--- config.mk ---
export PLATFORM = sky130hd
export DESIGN_NAME = leaf_packet_tx_flat
export DESIGN_NICKNAME = d
export VERILOG_FILES = /design/src/rtl/leaf_packet_tx_if.sv /design/src/rtl/leaf_packet_tx.sv /design/src/flat_wrapper.sv
export SDC_FILE = /design/constraint.sdc
export NUM_CORES = 1
export LEC_CHECK = 0
export BUFFER_PORTS_ARGS = -buffer_cell sky130_fd_sc_hd__buf_2
export CORE_UTILIZATION = 47
export CTS_BUF_LIST = sky130_fd_sc_hd__clkbuf_8 sky130_fd_sc_hd__clkbuf_16
export CTS_CLUSTER_DIAMETER = 30
export DETAILED_ROUTE_END_ITERATION = 8
export GPL_ROUTABILITY_DRIVEN = 0
export PLACE_DENSITY_LB_ADDON = 0.3
export SYNTH_ARGS = -nofsm -noshare
export SYNTH_HDL_FRONTEND = slang
export SYNTH_SLANG_ARGS = --single-unit
--- constraint.sdc ---
create_clock -name clk -period 8.24 [get_ports clk]
set_input_delay 0.412 -clock clk [delete_from_list [all_inputs] [get_ports clk]]
set_output_delay 0.412 -clock clk [all_outputs]
set_load 0.05 [all_outputs]
--- src/rtl/leaf_packet_tx_if.sv ---
// rtl/leaf_packet_tx_if.sv - user-kernel stream and BFT link bundle for leaf_packet_tx
interface leaf_packet_tx_if #(
  parameter int PACKET_BITS  = 49,
  parameter int PAYLOAD_BITS = 32
);
  logic [PAYLOAD_BITS-1:0] din_leaf_user2tx;
  logic                    vld_user2tx;
  logic                    ack_tx2user;
  logic [PACKET_BITS-1:0]  din_leaf_bft2tx;
  logic [PACKET_BITS-1:0]  dout_tx2bft;
  logic                    resend;

  modport master (
    output din_leaf_user2tx, vld_user2tx, din_leaf_bft2tx, resend,
    input  ack_tx2user, dout_tx2bft
  );

  modport slave (
    input  din_leaf_user2tx, vld_user2tx, din_leaf_bft2tx, resend,
    output ack_tx2user, dout_tx2bft
  );
endinterface

--- src/rtl/leaf_packet_tx.sv ---
// rtl/leaf_packet_tx.sv - credit-controlled packetizer from user stream to BFT packets
module leaf_packet_tx #(
  parameter int PACKET_BITS           = 49,
  parameter int PAYLOAD_BITS          = 32,
  parameter int NUM_LEAF_BITS         = 5,
  parameter int NUM_PORT_BITS         = 4,
  parameter int NUM_ADDR_BITS         = 7,
  parameter int INIT_CREDITS          = 128,
  parameter int FREESPACE_UPDATE_SIZE = 64
) (
  input  logic                     clk,
  input  logic                     reset,
  input  logic                     ap_start,
  input  logic [NUM_LEAF_BITS-1:0] self_leaf,
  input  logic [NUM_LEAF_BITS-1:0] dest_leaf,
  input  logic [NUM_PORT_BITS-1:0] dest_port,
  leaf_packet_tx_if.slave          link,
  output logic [7:0]               credit_count,
  output logic                     err_credit_ovf
);

  localparam int PORT_LSB = PAYLOAD_BITS + NUM_ADDR_BITS;
  localparam int LEAF_LSB = PORT_LSB + NUM_PORT_BITS;

  typedef enum logic [1:0] {
    IDLE  = 2'd0,
    RUN   = 2'd1,
    STALL = 2'd2
  } state_t;

  state_t                   state, state_next;
  logic [NUM_ADDR_BITS-1:0] seq;
  logic                     ack;
  logic                     xfer;
  logic                     upd;
  logic [9:0]               credit_sum;
  logic                     credit_ovf;
  logic [7:0]               credit_next;
  logic                     unused_bft;

  // Only the header of incoming packets matters; payload bits are don't-care.
  assign unused_bft = ^link.din_leaf_bft2tx[PORT_LSB-1:0];

  assign upd = link.din_leaf_bft2tx[PACKET_BITS-1]
            && (link.din_leaf_bft2tx[LEAF_LSB +: NUM_LEAF_BITS] == self_leaf)
            && (link.din_leaf_bft2tx[PORT_LSB +: NUM_PORT_BITS] == '0);

  assign xfer = link.vld_user2tx && ack;

  assign credit_sum = {2'b00, credit_count}
                    + (upd ? 10'(FREESPACE_UPDATE_SIZE) : 10'd0)
                    - {9'd0, xfer};
  assign credit_ovf  = credit_sum > 10'(INIT_CREDITS);
  assign credit_next = credit_ovf ? 8'(INIT_CREDITS) : credit_sum[7:0];

  assign link.ack_tx2user = ack;

  always_comb begin
    state_next = state;
    ack        = 1'b0;
    case (state)
      IDLE: begin
        if (ap_start) state_next = RUN;
      end
      RUN: begin
        ack = (credit_count != 8'd0) && !link.resend;
        if (credit_next == 8'd0 || link.resend) state_next = STALL;
      end
      STALL: begin
        if (credit_next != 8'd0 && !link.resend) state_next = RUN;
      end
      default: state_next = IDLE;
    endcase
  end

  always_ff @(posedge clk or negedge reset) begin
    if (!reset) begin
      state <= IDLE;
    end else begin
      state <= state_next;
    end
  end

  // The output register is cleared on every non-transfer cycle so a packet is never repeated.
  always_ff @(posedge clk or negedge reset) begin
    if (!reset) begin
      link.dout_tx2bft <= '0;
      seq              <= '0;
      credit_count     <= 8'(INIT_CREDITS);
      err_credit_ovf   <= 1'b0;
    end else begin
      credit_count <= credit_next;
      if (credit_ovf) err_credit_ovf <= 1'b1;
      if (xfer) begin
        link.dout_tx2bft <= {1'b1, dest_leaf, dest_port, seq, link.din_leaf_user2tx};
        seq              <= seq + 1'b1;
      end else begin
        link.dout_tx2bft <= '0;
      end
    end
  end

endmodule

--- src/flat_wrapper.sv ---
// flat-port wrapper written by rule: the top's interface ports become plain ports
module leaf_packet_tx_flat 
#(
  parameter int PACKET_BITS           = 49,
  parameter int PAYLOAD_BITS          = 32,
  parameter int NUM_LEAF_BITS         = 5,
  parameter int NUM_PORT_BITS         = 4,
  parameter int NUM_ADDR_BITS         = 7,
  parameter int INIT_CREDITS          = 128,
  parameter int FREESPACE_UPDATE_SIZE = 64
)
  (clk, reset, ap_start, self_leaf, dest_leaf, dest_port, credit_count, err_credit_ovf, link_din_leaf_user2tx, link_vld_user2tx, link_din_leaf_bft2tx, link_resend, link_ack_tx2user, link_dout_tx2bft);
  leaf_packet_tx_if #(.PACKET_BITS(PACKET_BITS), .PAYLOAD_BITS(PAYLOAD_BITS)) link_i ();
  input  logic clk;
  input  logic reset;
  input  logic ap_start;
  input  logic [NUM_LEAF_BITS-1:0] self_leaf;
  input  logic [NUM_LEAF_BITS-1:0] dest_leaf;
  input  logic [NUM_PORT_BITS-1:0] dest_port;
  output logic [7:0] credit_count;
  output logic err_credit_ovf;
  input wire logic [$bits(link_i.din_leaf_user2tx)-1:0] link_din_leaf_user2tx;
  input wire logic [$bits(link_i.vld_user2tx)-1:0] link_vld_user2tx;
  input wire logic [$bits(link_i.din_leaf_bft2tx)-1:0] link_din_leaf_bft2tx;
  input wire logic [$bits(link_i.resend)-1:0] link_resend;
  output wire logic [$bits(link_i.ack_tx2user)-1:0] link_ack_tx2user;
  output wire logic [$bits(link_i.dout_tx2bft)-1:0] link_dout_tx2bft;
  assign link_i.din_leaf_user2tx = link_din_leaf_user2tx;
  assign link_i.vld_user2tx = link_vld_user2tx;
  assign link_i.din_leaf_bft2tx = link_din_leaf_bft2tx;
  assign link_i.resend = link_resend;
  assign link_ack_tx2user = link_i.ack_tx2user;
  assign link_dout_tx2bft = link_i.dout_tx2bft;
  leaf_packet_tx #(.PACKET_BITS(PACKET_BITS), .PAYLOAD_BITS(PAYLOAD_BITS), .NUM_LEAF_BITS(NUM_LEAF_BITS), .NUM_PORT_BITS(NUM_PORT_BITS), .NUM_ADDR_BITS(NUM_ADDR_BITS), .INIT_CREDITS(INIT_CREDITS), .FREESPACE_UPDATE_SIZE(FREESPACE_UPDATE_SIZE)) u_core (.clk(clk), .reset(reset), .ap_start(ap_start), .self_leaf(self_leaf), .dest_leaf(dest_leaf), .dest_port(dest_port), .link(link_i), .credit_count(credit_count), .err_credit_ovf(err_credit_ovf));
endmodule
==> key figures <==
Yosys
  – Post-synthesis cell count: 236
  – Yosys top cell by area: dfrtp_1
  – Post-synth EDFFs: 0
  – Sequential area share after synthesis: 0.5892
  – Top-area cell type share of the netlist area: 0.5800
  – Post-synth ARST share: 1.000
  – Synthesis Warnings: 0
  – Post-Syn Area: 0.002848 mm²
  – Mean post-synth cell area: 12.07 µm²
  – Top FF cell, synth: dfrtp_1
  – Synth area leaders: dfrtp_1, and3_1, ha_1
  – FF+latch count, synth: 67
  – Net Count, Synth: 351
  – Post-synth cell types: 45

Setup path
  – R2R Setup Slk: 3.96 ns
  – Crit path largest cell delay: 0.83 ns
  – WS Path Type: register to register
  – Most frequent CP cell: ha_1
  – Reg2reg path depth: 13
  – Max Fanout on Critical Path: 50
  – CP startpoint kind: register
  – Critical Path, Cell by Cell: or3b_1, a31oi_4, and2_1, ha_1, inv_1, ha_1, fa_1, nand2b_1, a211oi_1, or4b_1, o311a_1, o21ai_4, nor2_1
  – Worst Path Arrival: 4.50 ns
  – Critical path capture point type: register
  – Slowest CP cell: a31oi_4
  – CP required: 8.46 ns

Die
  – # rows: 27
  – Die width: 79.84 µm
  – Top-Level Pins: 159
  – Die height: 79.84 µm
  – Die area: 0.006374 mm²
  – Core area: 0.005675 mm²
  – Initial core utilization: 0.5018

Clock tree
  – Setup bufs post-CTS: 0
  – Root Buffer: clkbuf_8
  – Clock-pin slew of the registers on the worst-case setup and hold paths: 0.07 ns
  – TritonCTS buffer count: 9
  – Clock Tree Buf Depth: 2
  – Clk_lat worst skew: 0.34 ns
  – CTS Hold Bufs: 0
  – CTS tree: yes
  – CTS Sinks: 67
  – H-Tree Depth: 3
  – CTS resizes: 0

STA
  – Worst-Margin Slew: 1.036 ns
  – Max-slew violations: 0
  – RSZ-0062 raised after global routing: no
  – Period minus WS final: 4.283 ns
  – Rel. slew slack: 0.3090
  – Final setup violation count: 0
  – Fmax: 0.2335 GHz
  – Tcrit/Tclk final: 0.5198
  – Post-Route Skew: 0.005160 ns
  – Setup TNS Final: 0 ns
  – Final Hold Viols: 0

Final layout
  – N_diodes: 0
  – Area delta synth->final: 31.90%
  – Fill cells: 442
  – Most common cell after layout, fill and taps aside: buf_2
  – Post-layout util: 0.6618
  – Most frequent cells in the layout: buf_2, dfrtp_1, and3_1, inv_1, nor2_1
  – Post-route design area: 0.003756 mm²
  – Share of layout cells above drive strength 1: 0.4017
  – Nets: 471

Place
  – Placed Area: 0.003506 mm²
  – HPWL Detailed: 4337 µm
  – # port buffers: 119

Global routing
  – Global-route usage over all layers: 0.2056
  – Vias in the first global route: 2059
  – Antenna violations before repair: 0
  – First-pass GRT wire length: 9811 µm
  – Global route total overflow: 0
  – Largest net degree at the start of global routing: 68

Power
  – Sequential share of power: 0.326
  – Combinational share of power: 0.407
  – Sw frac: 0.3857
  – Net load switching power: 0.4782 mW
  – Pwr per Cell Area: 330.1 mW/mm²
  – Worst vdd ir: 0.0002332 V
  – Clk pwr share: 0.267
  – Cell Int Power: 0.7616 mW
  – Leakage: 2.226 nW

Drt
  – Detail Route Antenna Nets: 0
  – Vias/cell: 5.025
  – Routed WL per cell: 13.98 µm
  – Iteration-0 DRC Markers: 136
  – DRC Markers: 0
  – Drt pass-1 iters: 4
  – Routed vias: 2176
  – DRT Wirelength: 6055 µm

Status
  – Outcome: finished, final reports clean

Min path
  – Worst min path class: primary input to asynchronous set/reset pin

Job
  – Max cap viols: 0
[critical path: cells and delay by family, from the launching register on]
| family | cells | cell delay [ns] |
|---|---|---|
| adders and majority gates | 3 | 0.84 |
| AOI/OAI and AO/OA | 4 | 1.43 |
| and+or+nand+nor | 5 | 1.44 |
| buffers and inverters | 1 | 0.04 |
| DFF | 1 | 0.40 |
[flip-flops by register name (all words and copies together), names as in the netlist]
signal and cells:
u_core.seq 7, u_core.state 2, u_core.err_credit_ovf 1, u_core.credit_count 8
u_core.link.dout_tx2bft 49
[per-layer routing]
layer	vias up	share of wire	GRT usage	routed length, µm
met5	-	0	0	0
met4	0	0.022	0.1179	133
met3	13	0.082	0.05143	498
met2	80	0.47	0.3154	2856
met1	1029	0.42	0.2640	2565
li1	1054	-	-	-
[power groups by stage]
stage               clock network, mW  registers (mW)  logic (mW)
floorplan                           0           0.511       0.290
global placement                    0           0.411       0.492
detailed placement                  0           0.411       0.506
CTS                             0.338           0.405       0.507
global route                    0.352           0.411       0.550
finish                          0.331           0.405       0.504
[stage by stage]
step	total power, mW	hold slack (ns)	instances	setup slack [ns]
5_1_grt	1.313	0.2705	433	3.603
3_5_place_dp	0.9173	0.4515	417	3.825
2_1_floorplan	0.8006	0.1164	236	4.729
4_1_cts	1.251	0.2679	433	3.985
3_3_place_gp	0.9026	0.4546	417	3.847
6_report	1.240	0.2415	433	3.957
[logic make-up (layout without fill, tap and decap cells)]
family,Yosys count,in the layout,share of synthesized area
xor gates and xnor gates,15,15,0.04613
AOI/OAI and AO/OA,17,17,0.05581
DFF,67,67,0.5892
and+or+nand+nor,92,92,0.1951
muxes,2,2,0.007469
buffers and inverters,28,153,0.03778
adders and majority gates,15,15,0.06854
[path summary, 6_finish.rpt]
check                                                  startpoint                               endpoint
worst max-delay path                  u_core.state[1]$_DFFE_PN0P_       u_core.credit_count[5]$_DFF_PN0_
worst min-delay path                                        reset  u_core.link.dout_tx2bft[21]$_DFF_PN0_
worst max register to register        u_core.state[1]$_DFFE_PN0P_       u_core.credit_count[5]$_DFF_PN0_
worst min register to register  u_core.err_credit_ovf$_DFFE_PN0P_      u_core.err_credit_ovf$_DFFE_PN0P_
max in group asynchronous                                   reset       u_core.credit_count[1]$_DFF_PN0_
min in group clk                                         ap_start            u_core.state[0]$_DFFE_PN0P_
[cell usage after synthesis (all sizes together) (2+ instances only)]
cell    number
dfrtp       66
and3        49
inv         17
nor2        16
ha          14
clkbuf       9
xnor2        8
xor2         7
nand4        4
nor4         4
a211oi       3
nor3         3
o21ai        3
a21oi        2
a31oi        2
and2         2
buf          2
nand2        2
nand2b       2
o31a         2
[area by class of cell]
type                            instances  area, µm²  area share
Clock inverter                          6      112.6     0.02998
Inverter                               17      63.81     0.01699
Clock buffer                           10      137.6     0.03664
Timing Repair Buffer                  120      603.1      0.1606
Sequential cell                        67       1678      0.4467
Tap cell                               72      90.09     0.02398
Multi-Input combinational cell        141       1071      0.2851
No activity file was read; power rests on OpenSTA's default activity.
